**src/rtl/reg_write_sequencer_if.sv**
```systemverilog
// Writeback-source handshakes and register-file write port, bundled as one bus.
// The master side is the sequencer; the slave side is the sources plus register file.
interface reg_write_sequencer_if #(
    parameter int unsigned DATA_WIDTH = 16,
    parameter int unsigned ADDR_WIDTH = 4
);
    logic                  wb_a_valid;
    logic [ADDR_WIDTH-1:0] wb_a_dest;
    logic [DATA_WIDTH-1:0] wb_a_data;
    logic                  wb_a_ready;

    logic                  wb_b_valid;
    logic [ADDR_WIDTH-1:0] wb_b_dest;
    logic [DATA_WIDTH-1:0] wb_b_data;
    logic                  wb_b_ready;

    logic                  reg_write_en;
    logic [ADDR_WIDTH-1:0] reg_write_dest;
    logic [DATA_WIDTH-1:0] reg_write_data;

    modport master (
        input  wb_a_valid, wb_a_dest, wb_a_data,
        input  wb_b_valid, wb_b_dest, wb_b_data,
        output wb_a_ready, wb_b_ready,
        output reg_write_en, reg_write_dest, reg_write_data
    );

    modport slave (
        output wb_a_valid, wb_a_dest, wb_a_data,
        output wb_b_valid, wb_b_dest, wb_b_data,
        input  wb_a_ready, wb_b_ready,
        input  reg_write_en, reg_write_dest, reg_write_data
    );
endinterface

```
**src/rtl/reg_write_sequencer.sv**
```systemverilog
// Register-file write-port master: round-robin merge of ALU (A) and load (B)
// writebacks, plus a bulk-init engine that fills every register one per clock.
module reg_write_sequencer #(
    parameter int unsigned DATA_WIDTH  = 16,
    parameter int unsigned ADDR_WIDTH  = 4,
    parameter int unsigned NUM_REGS    = 16,
    parameter int unsigned ZERO_REG_EN = 0
) (
    input  logic                  clk,
    input  logic                  rst,
    input  logic                  init_start,
    input  logic [DATA_WIDTH-1:0] init_value,
    output logic                  init_busy,
    output logic                  init_done,
    reg_write_sequencer_if.master wb
);
    localparam logic [ADDR_WIDTH-1:0] LAST_REG = ADDR_WIDTH'(NUM_REGS - 1);
    localparam bit                    ZERO_REG = (ZERO_REG_EN != 0);

    typedef enum logic [0:0] {
        IDLE = 1'b0,
        INIT = 1'b1
    } state_t;

    state_t                state_q,  state_d;
    logic [ADDR_WIDTH-1:0] cnt_q,    cnt_d;
    logic [DATA_WIDTH-1:0] val_q,    val_d;
    logic                  last_b_q, last_b_d;
    logic                  en_q,     en_d;
    logic [ADDR_WIDTH-1:0] dest_q,   dest_d;
    logic [DATA_WIDTH-1:0] data_q,   data_d;
    logic                  done_q,   done_d;

    logic                  grant_a;
    logic                  grant_b;
    logic [ADDR_WIDTH-1:0] sel_dest;
    logic [DATA_WIDTH-1:0] sel_data;

    // State and write-port registers; reset abandons any sweep in progress.
    always_ff @(posedge clk) begin
        if (rst) begin
            state_q  <= IDLE;
            cnt_q    <= '0;
            val_q    <= '0;
            last_b_q <= 1'b1;
            en_q     <= 1'b0;
            dest_q   <= '0;
            data_q   <= '0;
            done_q   <= 1'b0;
        end else begin
            state_q  <= state_d;
            cnt_q    <= cnt_d;
            val_q    <= val_d;
            last_b_q <= last_b_d;
            en_q     <= en_d;
            dest_q   <= dest_d;
            data_q   <= data_d;
            done_q   <= done_d;
        end
    end

    // Arbitration, init sweep sequencing and next write-port values.
    always_comb begin
        state_d  = state_q;
        cnt_d    = cnt_q;
        val_d    = val_q;
        last_b_d = last_b_q;
        en_d     = 1'b0;
        dest_d   = dest_q;
        data_d   = data_q;
        done_d   = 1'b0;
        grant_a  = 1'b0;
        grant_b  = 1'b0;
        sel_dest = wb.wb_a_dest;
        sel_data = wb.wb_a_data;

        case (state_q)
            IDLE: begin
                if (init_start) begin
                    state_d = INIT;
                    cnt_d   = '0;
                    val_d   = init_value;
                end else begin
                    // On a tie, the source that did not win last time goes first.
                    if (wb.wb_a_valid && (!wb.wb_b_valid || last_b_q)) begin
                        grant_a = 1'b1;
                    end else if (wb.wb_b_valid) begin
                        grant_b = 1'b1;
                    end

                    if (grant_b) begin
                        sel_dest = wb.wb_b_dest;
                        sel_data = wb.wb_b_data;
                    end

                    if (grant_a || grant_b) begin
                        last_b_d = grant_b;
                        // A hardwired-zero register swallows the write but still completes the handshake.
                        if (!(ZERO_REG && (sel_dest == '0))) begin
                            en_d   = 1'b1;
                            dest_d = sel_dest;
                            data_d = sel_data;
                        end
                    end
                end
            end

            INIT: begin
                en_d   = 1'b1;
                dest_d = cnt_q;
                data_d = (ZERO_REG && (cnt_q == '0)) ? '0 : val_q;
                cnt_d  = cnt_q + ADDR_WIDTH'(1);
                if (cnt_q == LAST_REG) begin
                    done_d  = 1'b1;
                    state_d = IDLE;
                    cnt_d   = '0;
                end
            end

            default: begin
                state_d = IDLE;
            end
        endcase
    end

    // Readies are combinational; a reset cycle never accepts anything.
    assign wb.wb_a_ready     = grant_a & ~rst;
    assign wb.wb_b_ready     = grant_b & ~rst;
    assign wb.reg_write_en   = en_q;
    assign wb.reg_write_dest = dest_q;
    assign wb.reg_write_data = data_q;
    assign init_busy         = (state_q == INIT);
    assign init_done         = done_q;

endmodule
```
**src/flat_wrapper.sv**
```systemverilog
// flat-port wrapper written by rule: the top's interface ports become plain ports
module reg_write_sequencer_flat 
#(
    parameter int unsigned DATA_WIDTH  = 16,
    parameter int unsigned ADDR_WIDTH  = 4,
    parameter int unsigned NUM_REGS    = 16,
    parameter int unsigned ZERO_REG_EN = 0
)
  (clk, rst, init_start, init_value, init_busy, init_done, wb_wb_a_valid, wb_wb_a_dest, wb_wb_a_data, wb_wb_b_valid, wb_wb_b_dest, wb_wb_b_data, wb_wb_a_ready, wb_wb_b_ready, wb_reg_write_en, wb_reg_write_dest, wb_reg_write_data);
  reg_write_sequencer_if #(.DATA_WIDTH(DATA_WIDTH), .ADDR_WIDTH(ADDR_WIDTH)) wb_i ();
  input  logic clk;
  input  logic rst;
  input  logic init_start;
  input  logic [DATA_WIDTH-1:0] init_value;
  output logic init_busy;
  output logic init_done;
  input wire logic [$bits(wb_i.wb_a_valid)-1:0] wb_wb_a_valid;
  input wire logic [$bits(wb_i.wb_a_dest)-1:0] wb_wb_a_dest;
  input wire logic [$bits(wb_i.wb_a_data)-1:0] wb_wb_a_data;
  input wire logic [$bits(wb_i.wb_b_valid)-1:0] wb_wb_b_valid;
  input wire logic [$bits(wb_i.wb_b_dest)-1:0] wb_wb_b_dest;
  input wire logic [$bits(wb_i.wb_b_data)-1:0] wb_wb_b_data;
  output wire logic [$bits(wb_i.wb_a_ready)-1:0] wb_wb_a_ready;
  output wire logic [$bits(wb_i.wb_b_ready)-1:0] wb_wb_b_ready;
  output wire logic [$bits(wb_i.reg_write_en)-1:0] wb_reg_write_en;
  output wire logic [$bits(wb_i.reg_write_dest)-1:0] wb_reg_write_dest;
  output wire logic [$bits(wb_i.reg_write_data)-1:0] wb_reg_write_data;
  assign wb_i.wb_a_valid = wb_wb_a_valid;
  assign wb_i.wb_a_dest = wb_wb_a_dest;
  assign wb_i.wb_a_data = wb_wb_a_data;
  assign wb_i.wb_b_valid = wb_wb_b_valid;
  assign wb_i.wb_b_dest = wb_wb_b_dest;
  assign wb_i.wb_b_data = wb_wb_b_data;
  assign wb_wb_a_ready = wb_i.wb_a_ready;
  assign wb_wb_b_ready = wb_i.wb_b_ready;
  assign wb_reg_write_en = wb_i.reg_write_en;
  assign wb_reg_write_dest = wb_i.reg_write_dest;
  assign wb_reg_write_data = wb_i.reg_write_data;
  reg_write_sequencer #(.DATA_WIDTH(DATA_WIDTH), .ADDR_WIDTH(ADDR_WIDTH), .NUM_REGS(NUM_REGS), .ZERO_REG_EN(ZERO_REG_EN)) u_core (.clk(clk), .rst(rst), .init_start(init_start), .init_value(init_value), .init_busy(init_busy), .init_done(init_done), .wb(wb_i));
endmodule
```
**config.mk**
```make
export PLATFORM = sky130hd
export DESIGN_NAME = reg_write_sequencer_flat
export DESIGN_NICKNAME = d
export VERILOG_FILES = /design/src/rtl/reg_write_sequencer_if.sv /design/src/rtl/reg_write_sequencer.sv /design/src/flat_wrapper.sv
export SDC_FILE = /design/constraint.sdc
export NUM_CORES = 1
export LEC_CHECK = 0
export CAP_MARGIN = 15
export CORE_ASPECT_RATIO = 0.9
export CORE_MARGIN = 1
export CORE_UTILIZATION = 43
export DETAILED_ROUTE_END_ITERATION = 10
export PLACE_DENSITY = 0.91
export SKIP_CTS_REPAIR_TIMING = 1
export SLEW_MARGIN = 0
export SYNTH_ARGS = -nofsm -noshare
export SYNTH_HDL_FRONTEND = slang
export SYNTH_SLANG_ARGS = --single-unit
```
**constraint.sdc**
```tcl
create_clock -name clk -period 1.73 [get_ports clk]
set_clock_uncertainty 0.15 [all_clocks]
set_input_delay 0.346 -clock clk [delete_from_list [all_inputs] [get_ports clk]]
set_output_delay 0.346 -clock clk [all_outputs]
set_load 0.01 [all_outputs]
```
-- Word-level counts from Yosys, hierarchy flattened
Index checks and enable logic that the tools add are counted.
Widths: inputs -> output; s select.
- output and inout port bits: 25
- register bits after elaboration: 44
- multiplexer cells: 29
- reduce and logical (&&, ||, !) cells: 8
- bitwise logic cells: 5
- $add $sub $neg: 1
- equal/unequal tests: 4
- operators with widths (kind ; count):
    $mux 16 ; 3
    $pmux 16 s2 ; 1
    $mux 4 ; 5
    $mux 1 ; 16
    $pmux 4 s2 ; 2
    $add 4x1->4 const B ; 1
    $eq 4x4->1 const B ; 1
    $ne 2x2->1 const B ; 2
    $pmux 1 s2 ; 2
    $reduce_and 2->1 ; 2
    $not 1->1 ; 3
    $reduce_and 3->1 ; 1
    $and 1x1->1 ; 2
    $logic_or 1x1->1 ; 2
    $ne 2x1->1 const B ; 1
    $reduce_or 2->1 ; 1
    $logic_and 1x1->1 ; 1
    $logic_not 1->1 ; 1

-- Longest topological paths before layout
- depth in word-level cells: 10
- mapped depth: 5

-- Worst setup path after synthesis
No wires, ideal clock.
- path kind: flip-flop to output port
- from: register u_core.state_q, in the netlist u_core.init_busy
- to: output port wb_wb_a_ready
- required time: 1.234 ns
- setup slack: 0.020 ns
- arrival time: 1.214 ns
- path buffers: 1
- cell stages (with the launch flop): 5
- cell sequence: dfxtp_1 > buf_2 > nor2_1 > nand2_1 > nor3_1
- longest elaborated chain between the ends: 2
- ends and longest elaborated chain (what ; line ; RTL):
    start, declared ; reg_write_sequencer.sv:25 ; state_t state_q, state_d;
    start signal, assigned ; reg_write_sequencer.sv:51 ; state_q <= state_d;
    $mux 1 ; reg_write_sequencer.sv:77 ; case (state_q)
    $and 1x1->1 ; reg_write_sequencer.sv:127 ; assign wb.wb_a_ready = grant_a & ~rst;
    end, declared ; flat_wrapper.sv:23 ; output wire logic [$bits(wb_i.wb_a_ready)-1:0] wb_wb_a_ready;
No other way between the ends.

-- Worst setup path in the final report
- from: register u_core.last_b_q
- to: register u_core.data_q[10], in the netlist u_core.wb.reg_write_data[10]
- longest elaborated chain between the ends: 9
- elaborated cells between the ends (all ways): 15
- ends and longest elaborated chain (what ; line ; RTL):
    start, declared ; reg_write_sequencer.sv:28 ; logic last_b_q, last_b_d;
    start signal, assigned ; reg_write_sequencer.sv:54 ; last_b_q <= last_b_d;
    $logic_or 1x1->1 (*) ; reg_write_sequencer.sv:85 ; if (wb.wb_a_valid && (!wb.wb_b_valid || last_b_q)) begin
    $logic_and 1x1->1 (*) ; reg_write_sequencer.sv:85 ;
    $mux 1 ; reg_write_sequencer.sv:85 ;
    $mux 1 ; reg_write_sequencer.sv:79 ; if (init_start) begin
    $mux 1 ; reg_write_sequencer.sv:77 ;
    $mux 16 ; reg_write_sequencer.sv:91 ; if (grant_b) begin
    $mux 16 ; reg_write_sequencer.sv:96 ; if (grant_a || grant_b) begin
    $mux 16 ; reg_write_sequencer.sv:79 ;
    $pmux 16 s2 ; reg_write_sequencer.sv:77 ;
    end signal, assigned ; reg_write_sequencer.sv:57 ; data_q <= data_d;
    end, declared ; reg_write_sequencer.sv:31 ; logic [DATA_WIDTH-1:0] data_q, data_d;
Every way passes the cells marked *; elsewhere a longest branch is shown, timed or not. The select of a mux whose other input is x is not followed.
A chain may end at the register's enable or synchronous reset.

==> results.sh <==
export IMPL_status="finished clean"
export IMPL_drc=0
export IMPL_hold_start="u_core.val_q[2]$_SDFFE_PP0P_"
export IMPL_hold_ws_ns=0.302
export IMPL_ys_ff_latch=44
export IMPL_gr_total_overflow=0
export IMPL_nFillCells=368
export IMPL_cts_htree_levels=2
export IMPL_worst_setup_path_end_kind="register"
export IMPL_grtUsageTotal_pct=25.2
export IMPL_clk_pin_slew_ns=0.08
export IMPL_drtIter0Drc=173
export IMPL_setup_viol=0
export IMPL_wl_per_cell_um=15.9
export IMPL_ys_top_cells_by_area="dfxtp_1 43%, a221o_1 10%, a32o_1 9.7%"
export IMPL_hold_path_class="reg -> reg"
export IMPL_dp_slack_ns=-0.661
export IMPL_relSlewSlack_pct=81.7
export IMPL_antenna_found_initial=0
export IMPL_area_growth_syn_to_layout_pct=55.5
export IMPL_drt_pass1_iter_count=4
export IMPL_die_height_um=67.7
export IMPL_r2r_end="u_core.wb.reg_write_data[10]$_SDFFE_PP0P_"
export IMPL_finalPower_uw=2500
export IMPL_layout_commonest_cell="clkdlybuf4s50_1"
export IMPL_die_area_um2=5080
export IMPL_globalplace_congestion=0.795
export IMPL_leakagePower_uw=0.00127
export IMPL_initial_core_util_pct=45.7
export IMPL_synthDistinctLibCells=29
export IMPL_reg2reg_slack_ns=0.05
export IMPL_nNetsFinal=378
export IMPL_vias=2057
export IMPL_fin_setup_tns_ns=0
export IMPL_pwr_share_seq_pct=44.9
export IMPL_syn_avg_cell_area_um2=9.02
export IMPL_worst_pin_slew_ns=0.274
export IMPL_min_path_cells=2
export IMPL_rows=23
export IMPL_grt_max_degree=29
export IMPL_coreArea_um2=4520
export IMPL_p_int_uw=1870
export IMPL_hold_path_end="u_core.val_q[2]$_SDFFE_PP0P_"
export IMPL_seq_area_frac_synth_pct=42.7
export IMPL_grt_pass1_wl_um=9510
export IMPL_period_share_pct=97.3
export IMPL_antenna_left=0
export IMPL_die_w_um=75.0
export IMPL_rr_startpoint="u_core.last_b_q$_SDFFE_PP1P_"
export IMPL_combPwrFrac_pct=24.3
export IMPL_layout_common_cells="75 x clkdlybuf4s50_1, 43 x dfxtp_1, 38 x nand2_1, 21 x a221o_1"
export IMPL_worstPathMaxFanout=20
export IMPL_maxCapViolCount=0
export IMPL_synth_edf_count=0
export IMPL_timing_final_ws_setup_ns=0.0463
export IMPL_insertion_delay_ns=0.29
export IMPL_worstPathRequired_ns=1.76
export IMPL_drive_above_1_share_pct=11.0
export IMPL_finish_utilization_pct=71.0
export IMPL_pin_count=86
export IMPL_reg2reg_depth=4
export IMPL_clk_path_buf_depth=2
export IMPL_root_buffer="clkbuf_8"
export IMPL_hpwl_um=4190
export IMPL_pwr_share_clk_pct=30.9
export IMPL_synthesis_instances=229
export IMPL_diodes=0
export IMPL_cts_tree="done"
export IMPL_maxSlewViolCount=0
export IMPL_power_density_nw_per_um2=779
export IMPL_synth_top_area_cell="dfxtp_1"
export IMPL_wl_um=6040
export IMPL_cp_start_kind="register"
export IMPL_arrival_ns=1.72
export IMPL_ir_worst_vdd_mv=0.369
export IMPL_grt_pass1_vias=2040
export IMPL_cts_buffers=5
export IMPL_fmax_mhz=594
export IMPL_timing_final_crit_period_ns=1.68
export IMPL_syn_area_um2=2060
export IMPL_synth_warnings=0
export IMPL_cts_sinks=44
export IMPL_worstSetupPathType="reg -> reg"
export IMPL_portBuffers=85
export IMPL_synth_fp_nets=291
export IMPL_ys_flop_type="dfxtp_1"
export IMPL_async_reset_ff_share_pct=0
export IMPL_via_per_inst=5.43
export IMPL_power_net_switching_uw=630
export IMPL_hold_viol=0
export IMPL_synth_top_area_share_pct=42.7
export IMPL_p_sw_share_pct=25.2
==> state kept, by name, indices dropped and copies added (netlist names) <==
register                  count
u_core.wb.reg_write_en        1
u_core.val_q                 16
u_core.cnt_q                  4
u_core.init_done              1
u_core.wb.reg_write_data     16
u_core.last_b_q               1
u_core.wb.reg_write_dest      4
u_core.init_busy              1
==> final cells by class <==
cell class,instances,area [um2],share of cell area (%)
Inverter,1,3.75,0.117
Tap cell,62,77.6,2.42
Sequential cell,44,885,27.6
Clock inverter,3,42.5,1.33
Clock buffer,5,68.8,2.14
Timing Repair Buffer,102,1040,32.4
Multi-Input combinational cell,162,1090,34.0
==> through the flow <==
step,area [um2],cells
after floorplan,2060,229
after global placement,3050,371
after detailed placement,3050,371
after CTS,3160,379
after global routing,3210,379
final,3210,379
==> cell families after synthesis <==
| family | share of synthesized area (%) |
|---|---|
| AOI/OAI and AO/OA | 27.3 |
| adders and majority gates | 0.606 |
| buffers and inverters | 5.82 |
| DFF | 42.7 |
| and+or+nand+nor | 23.6 |
==> worst max-delay path by stage <==
stage          slack, ns                          from                                         to  cells past startpoint
5_1_grt            -0.02  u_core.last_b_q$_SDFFE_PP1P_                              wb_wb_b_ready                      3
2_1_floorplan       0.02   u_core.init_busy$_SDFF_PP0_                              wb_wb_a_ready                      4
3_3_place_gp       -0.55                 wb_wb_b_valid                              wb_wb_b_ready                      4
3_5_place_dp       -0.66                 wb_wb_b_valid                              wb_wb_b_ready                      4
6_report            0.05  u_core.last_b_q$_SDFFE_PP1P_  u_core.wb.reg_write_data[10]$_SDFFE_PP0P_                      4
4_1_cts            -0.67                 wb_wb_b_valid                              wb_wb_b_ready                      4
==> routing by layer <==
layer	vias up	global-route usage, %	part of all wire (%)
met5	-	0	0
met4	0	12.0	1.8
met1	980	29.3	41
met3	12	5.07	3.9
li1	1009	-	-
met2	56	44.3	54
==> Yosys cell counts, types with 3 or more instances <==
cell type	n
nor2b_1	3
nand2b_1	20
dfxtp_1	44
a32o_1	20
nor3_1	3
a21oi_1	20
buf_1	3
a221o_1	21
nor2_1	3
buf_2	7
nand2_1	38
and2_1	20
clkbuf_1	8
==> critical path: stages (launching register included) <==
cell	delay, ns
dfxtp_1	0.33
a21bo_4	0.22
buf_4	0.20
a221o_1	0.39
a32o_1	0.27
==> power by group through the flow <==
stage / sequential (uW) / combinational, uW / clock [uW]
2_1_floorplan: 1160 / 252 / 0
3_3_place_gp: 1140 / 585 / 0
3_5_place_dp: 1140 / 596 / 0
4_1_cts: 1120 / 602 / 789
5_1_grt: 1130 / 651 / 836
6_report: 1120 / 607 / 772
Power figures use the tool's default switching activity.
